### config.mk
export PLATFORM = sky130hd
export DESIGN_NAME = game_round_ctrl
export DESIGN_NICKNAME = d
export VERILOG_FILES = /design/src/rtl/game_pkg.sv /design/src/rtl/sec_tick_gen.sv /design/src/rtl/game_round_ctrl.sv
export SDC_FILE = /design/constraint.sdc
export NUM_CORES = 1
export LEC_CHECK = 0
export CAP_MARGIN = 20
export CORE_MARGIN = 10
export CORE_UTILIZATION = 29
export CTS_CLUSTER_DIAMETER = 200
export DETAILED_ROUTE_END_ITERATION = 12
export PLACE_DENSITY = 0.6
export SKIP_CTS_REPAIR_TIMING = 1
export SLEW_MARGIN = 20
export SYNTH_ARGS = -nofsm -noshare
export SYNTH_HDL_FRONTEND = slang
export SYNTH_HIERARCHICAL = 1
export SYNTH_SLANG_ARGS = --single-unit
### constraint.sdc
create_clock -name clk -period 7.44 [get_ports clk]
set_clock_uncertainty 0.15 [all_clocks]
set_input_delay 1.86 -clock clk [delete_from_list [all_inputs] [get_ports clk]]
set_output_delay 1.86 -clock clk [all_outputs]
set_load 0.05 [all_outputs]
### src/rtl/game_pkg.sv
// Shared types and constants for the two-player bomb game.
// Round states, winner codes and grid geometry.
package game_pkg;

    localparam int GRID_DIM   = 16;
    localparam int GRID_CELLS = GRID_DIM * GRID_DIM;

    typedef enum logic [2:0] {
        IDLE      = 3'd0,
        INIT      = 3'd1,
        COUNTDOWN = 3'd2,
        PLAY      = 3'd3,
        PAUSED    = 3'd4,
        RESULT    = 3'd5
    } round_state_e;

    typedef enum logic [1:0] {
        WIN_NONE = 2'd0,
        WIN_P1   = 2'd1,
        WIN_P2   = 2'd2,
        WIN_DRAW = 2'd3
    } winner_e;

    function automatic logic [7:0] sat_dec8(input logic [7:0] v);
        return (v == 8'd0) ? 8'd0 : v - 8'd1;
    endfunction

endpackage

### src/rtl/sec_tick_gen.sv
// Game-second prescaler: one-cycle tick every TICK_DIV clocks.
// clr restarts the second; hold freezes the count and masks the tick.
module sec_tick_gen #(
    parameter int TICK_DIV = 30
) (
    input  logic clk,
    input  logic rst_n,
    input  logic clr,
    input  logic hold,
    output logic tick
);

    localparam int CW = (TICK_DIV > 1) ? $clog2(TICK_DIV) : 1;
    localparam logic [CW-1:0] LAST = CW'(TICK_DIV - 1);

    logic [CW-1:0] cnt_q;

    always_ff @(posedge clk or negedge rst_n) begin
        if (!rst_n) begin
            cnt_q <= '0;
        end else if (clr) begin
            cnt_q <= '0;
        end else if (!hold) begin
            cnt_q <= (cnt_q == LAST) ? '0 : cnt_q + CW'(1);
        end
    end

    assign tick = (cnt_q == LAST) && !hold;

endmodule

### src/rtl/game_round_ctrl.sv
// Round sequencer: start, countdown, play with hit detection, result hold.
// Optional pause support is built when ROUND_PAUSE_EN is defined.
module game_round_ctrl
    import game_pkg::*;
#(
    parameter int TICK_DIV      = 30,
    parameter int COUNTDOWN_S   = 3,
    parameter int ROUND_S       = 180,
    parameter int RESULT_HOLD_S = 5
) (
    input  logic                  clk,
    input  logic                  rst_n,
    input  logic                  i_start,
`ifdef ROUND_PAUSE_EN
    input  logic                  i_pause,
`endif
    input  logic [GRID_CELLS-1:0] i_explode,
    input  logic [7:0]            i_p1_cor,
    input  logic [7:0]            i_p2_cor,
    output logic [2:0]            o_state,
    output logic                  o_play_en,
    output logic                  o_freeze,
    output logic                  o_clear_map,
    output logic [3:0]            o_countdown,
    output logic [7:0]            o_time_left,
    output logic [1:0]            o_winner,
    output logic                  o_round_done
);

    localparam logic [3:0] CD_INIT   = 4'(COUNTDOWN_S);
    localparam logic [7:0] TL_INIT   = 8'(ROUND_S);
    localparam logic [3:0] HOLD_LAST = 4'(RESULT_HOLD_S - 1);

    round_state_e state_q, state_d;
    winner_e      win_q, win_d;
    logic [3:0]   cd_q, cd_d;
    logic [7:0]   tl_q, tl_d;
    logic [3:0]   hc_q, hc_d;
    logic         done_q, done_d;

    logic sec_tick;
    logic tick_clr;
    logic tick_hold;
    logic pause_req;
    logic pause_swap;
    logic hit1;
    logic hit2;

`ifdef ROUND_PAUSE_EN
    assign pause_req = i_pause;
`else
    assign pause_req = 1'b0;
`endif

    assign hit1 = i_explode[i_p1_cor];
    assign hit2 = i_explode[i_p2_cor];

    // Pausing must keep the partial second, so PLAY<->PAUSED does not clear.
    assign pause_swap = (state_q == PLAY && state_d == PAUSED)
                     || (state_q == PAUSED && state_d == PLAY);
    assign tick_clr   = (state_d != state_q) && !pause_swap;
    assign tick_hold  = (state_q == PAUSED)
                     || (state_q == PLAY && pause_req);

    sec_tick_gen #(
        .TICK_DIV(TICK_DIV)
    ) u_tick (
        .clk  (clk),
        .rst_n(rst_n),
        .clr  (tick_clr),
        .hold (tick_hold),
        .tick (sec_tick)
    );

    always_comb begin
        state_d = state_q;
        win_d   = win_q;
        cd_d    = cd_q;
        tl_d    = tl_q;
        hc_d    = hc_q;
        unique case (state_q)
            IDLE: begin
                win_d = WIN_NONE;
                cd_d  = 4'd0;
                tl_d  = 8'd0;
                hc_d  = 4'd0;
                if (i_start) state_d = INIT;
            end
            INIT: begin
                state_d = COUNTDOWN;
                cd_d    = CD_INIT;
            end
            COUNTDOWN: begin
                if (sec_tick) begin
                    cd_d = (cd_q == 4'd0) ? 4'd0 : cd_q - 4'd1;
                    if (cd_q <= 4'd1) begin
                        state_d = PLAY;
                        tl_d    = TL_INIT;
                    end
                end
            end
            PLAY: begin
                if (hit1 || hit2) begin
                    state_d = RESULT;
                    hc_d    = 4'd0;
                    if (hit1 && hit2) win_d = WIN_DRAW;
                    else if (hit1)    win_d = WIN_P2;
                    else              win_d = WIN_P1;
                end else if (pause_req) begin
                    state_d = PAUSED;
                end else if (sec_tick) begin
                    tl_d = sat_dec8(tl_q);
                    if (tl_q <= 8'd1) begin
                        state_d = RESULT;
                        hc_d    = 4'd0;
                        win_d   = WIN_DRAW;
                    end
                end
            end
            PAUSED: begin
                if (pause_req) state_d = PLAY;
            end
            RESULT: begin
                if (sec_tick) begin
                    hc_d = hc_q + 4'd1;
                    if (hc_q >= HOLD_LAST) begin
                        state_d = IDLE;
                        win_d   = WIN_NONE;
                        tl_d    = 8'd0;
                    end
                end
            end
            default: begin
                state_d = IDLE;
            end
        endcase
    end

    assign done_d = (state_d == RESULT) && (state_q != RESULT);

    always_ff @(posedge clk or negedge rst_n) begin
        if (!rst_n) begin
            state_q <= IDLE;
            win_q   <= WIN_NONE;
            cd_q    <= 4'd0;
            tl_q    <= 8'd0;
            hc_q    <= 4'd0;
            done_q  <= 1'b0;
        end else begin
            state_q <= state_d;
            win_q   <= win_d;
            cd_q    <= cd_d;
            tl_q    <= tl_d;
            hc_q    <= hc_d;
            done_q  <= done_d;
        end
    end

    assign o_state      = state_q;
    assign o_play_en    = (state_q == PLAY);
    assign o_freeze     = (state_q != PLAY);
    assign o_clear_map  = (state_q == INIT);
    assign o_countdown  = cd_q;
    assign o_time_left  = tl_q;
    assign o_winner     = win_q;
    assign o_round_done = done_q;

endmodule
==> run_results.csv <==
group,metric,value,unit
worst_setup_path,critPathRequiredTime,7.47,ns
worst_setup_path,worstSetupPathType,"in -> reg",
power,leakagePower,3.37,nW
yosys,ys_types,68,
worst_setup_path,cp_slowest_cell,"clkdlybuf4s50_1",
worst_setup_path,crit_path_cell_trace,"clkdlybuf4s50_1 > and2_1 > a221oi_1 > o211ai_1 > o21ai_0 > nor4_1 > a32oi_2 > nand3b_1 > o221a_2 > a31oi_1",
worst_setup_path,critPathLaunchType,"input port",
die,die_w,166,um
yosys,ys_top_cells_by_count,"106 x mux4_2, 56 x mux2i_1, 39 x nand2_1, 34 x a22oi_1, 32 x nor2_1",
yosys,avgSynthCellArea,10.2,um2
global_route,grt_use_met3,5.16,%
routing,drt_iter0_markers,436,
cts,cts.sinks,27,
cts,clk_pin_slew,0.07,ns
global_route,use_met1,25.5,%
yosys,syn_nets,881,
routing,routed_via_density,5.78,
yosys,synth_edf_count,0,
worst_setup_path,ff2ff_setup_slack,3.84,ns
placed_design,place_inst,1123,
worst_hold_path,hold_class,"reg -> reg",
final_layout,antenna_cells,0,
sta,whs,0.395,ns
sta,tightest_slew,0.989,ns
routing,wl_per_cell,24.9,um
worst_hold_path,hp-start,"o_winner[1]",
global_route,grt.overflow.total,0,
sta,hold_viol_final,0,
global_route,use_met2,33.2,%
cts,root_buffer,"clkbuf_16",
routing,first_pass_iters,5,
cts,h-tree-depth,1,
worst_setup_path,endpoint_kind,"register",
worst_setup_path,r2r_cells,9,
worst_hold_path,hold_end,"o_winner[1]",
die,die_y,166,um
routing,num_vias,6515,
sta,relSlewSlack,34.1,%
cts,clk_latency,0.26,ns
sta,finalCritPeriodShare,74.2,%
cts,cts_inserted_buffers,3,
global_route,antenna_found_initial,1,
final_layout,nFillCells,2029,
routing,final_antenna_net_count,0,
power,irDropWorstVdd,0.0998,mV
final_layout,fin_nets,1133,
power,total_power,1.34,mW
die,start_util,29.3,%
worst_hold_path,holdPathStages,2,
worst_setup_path,crit_path_max_incr_delay,0.95,ns
worst_setup_path,arrival,5.55,ns
placed_design,dp_hpwl,23300,um
die,core-area,21000,um2
yosys,syn_inst,601,
yosys,yosys.area.top_type,"mux4_2",
final_layout,layoutNonFillerInstCount,1127,
worst_setup_path,worstPathBufferInverterCount,1,
final_layout,final_layout_size_suffix_gt1_share,16.0,%
yosys,ys_warn_count,6,
worst_setup_path,timing.rr.start,"o_state[0]",
worst_setup_path,path_max_fanout,16,
global_route,gr-usage-all-layers,19.7,%
cts,cts_tree,"done",
die,fp-row-count,53,
global_route,grt_max_degree,48,
sta,slew_viol_final,0,
yosys,synth_top_area_share,38.9,%
global_route,grt_pass1_wl,42000,um
routing,drt-total-wl,28000,um
yosys,yosysSeqAreaShare,11.0,%
flow_run,drv_cap,0,
final_layout,post-route-util,44.1,%
routing,drc,0,
die,ioPinCount,296,
placed_design,port_buffers,295,
sta,setup_viol,0,
worst_setup_path,cp_top_family,"compound AO/OA/AOI/OAI gates",
sta,tns,0,ns
yosys,ys.flop_type,"dfrtp_1",
yosys,synthTopCellsByArea,"mux4_2 39%, dfrtp_1 11%, mux2i_1 9.1%",
yosys,synth.ff_latch_count,27,
die,die_area,27400,um2
global_route,busiest_layer,"met2",
sta,layout_min_cycle_time,5.52,ns
yosys,async_flop_share,100,%
cts,max-clock-path-buffers,2,
final_layout,area_delta_synth_final,50.5,%
worst_setup_path,r2r_end,"o_time_left[0]",
sta,max_freq,0.181,GHz
run_status,status,"completed",
power,powerDensity,145,nW/um2
global_route,grt_pass1_vias,7042,
yosys,syn_area,6140,um2
placed_design,finalWeightedCongestion,0.931,
yosys,yosysMostFrequentCell,"mux4_2",
sta,grt_setup_unrepaired,"false",
-- routing by layer --
metal | part of all wire [%] | wire length (um)
met1 | 41 | 11600
met2 | 49 | 13600
met3 | 9.1 | 2550
met4 | 0.90 | 252
met5 | 0 | 0
-- where the power goes --
part	total, mW	internal (mW)	leakage (nW)	switching (mW)
sequential	0.259	0.185	0.360	0.0739
combinational	0.958	0.446	2.97	0.512
clock	0.124	0.0734	0.0382	0.0501
total	1.34	0.705	3.37	0.636
-- stage by stage --
stage                     area (um2)  setup slack (ns)
after floorplan                 6140              2.85
final                           9240              1.92
after global routing            9240              1.72
after global placement          9160              1.74
after CTS                       9240              1.97
after detailed placement        9160              1.70
-- state kept, by name (all words and copies together) (netlist names) --
name,cells
hc_q,4
o_countdown,4
o_round_done,1
o_state,3
o_time_left,8
o_winner,2
u_tick/cnt_q,5
-- cell usage in the layout (no fill, tap or decap), types with 7 or more instances in the layout --
master,n
buf_4,11
o211ai_1,7
a221oi_1,10
o21ai_0,20
nor3_1,13
a22oi_1,34
nor2b_1,13
nor2_1,32
nand2_1,39
dfrtp_1,27
clkdlybuf4s50_1,290
mux2i_1,56
a21oi_1,26
mux4_2,106
inv_1,19
a31oi_1,11
nand3_1,30
-- cell type report --
| cell class | count | area [um2] | area share (%) |
|---|---|---|---|
| Tap cell | 275 | 344 | 3.72 |
| Timing Repair Buffer | 305 | 3020 | 32.7 |
| Multi-Input combinational cell | 497 | 5050 | 54.7 |
| Clock buffer | 4 | 78.8 | 0.853 |
| Inverter | 19 | 71.3 | 0.772 |
| Sequential cell | 27 | 676 | 7.31 |
-- logic make-up (layout without fill, tap and decap cells) --
kind of cell	Yosys count	after routing	synth area share, %
XOR/XNOR	2	2	0.285
adder cells (fa/ha/maj)	5	5	1.02
AO/OA/AOI/OAI	152	152	17.6
AND/OR/NAND/NOR	174	174	14.7
flip-flops	27	27	11.0
buffers and inverters	77	328	6.73
multiplexers	164	164	48.6
-- tightest hold or removal path: stages, from the launching register on --
cell and delay, ns:
dfrtp_1 0.39, nand2_1 0.06, a21oi_1 0.05
-- worst max-delay path by stage --
stage / cells after the start / startpoint / endpoint
after floorplan: 11 / i_p1_cor[0] / hc_q[3]
after CTS: 10 / i_p1_cor[1] / u_tick/cnt_q[3]
after global routing: 10 / i_p1_cor[1] / u_tick/cnt_q[3]
after global placement: 11 / i_p1_cor[1] / u_tick/cnt_q[1]
final: 10 / i_p1_cor[1] / u_tick/cnt_q[3]
after detailed placement: 10 / i_p1_cor[1] / u_tick/cnt_q[3]
Note: power is estimated with default switching activity, not from simulation.
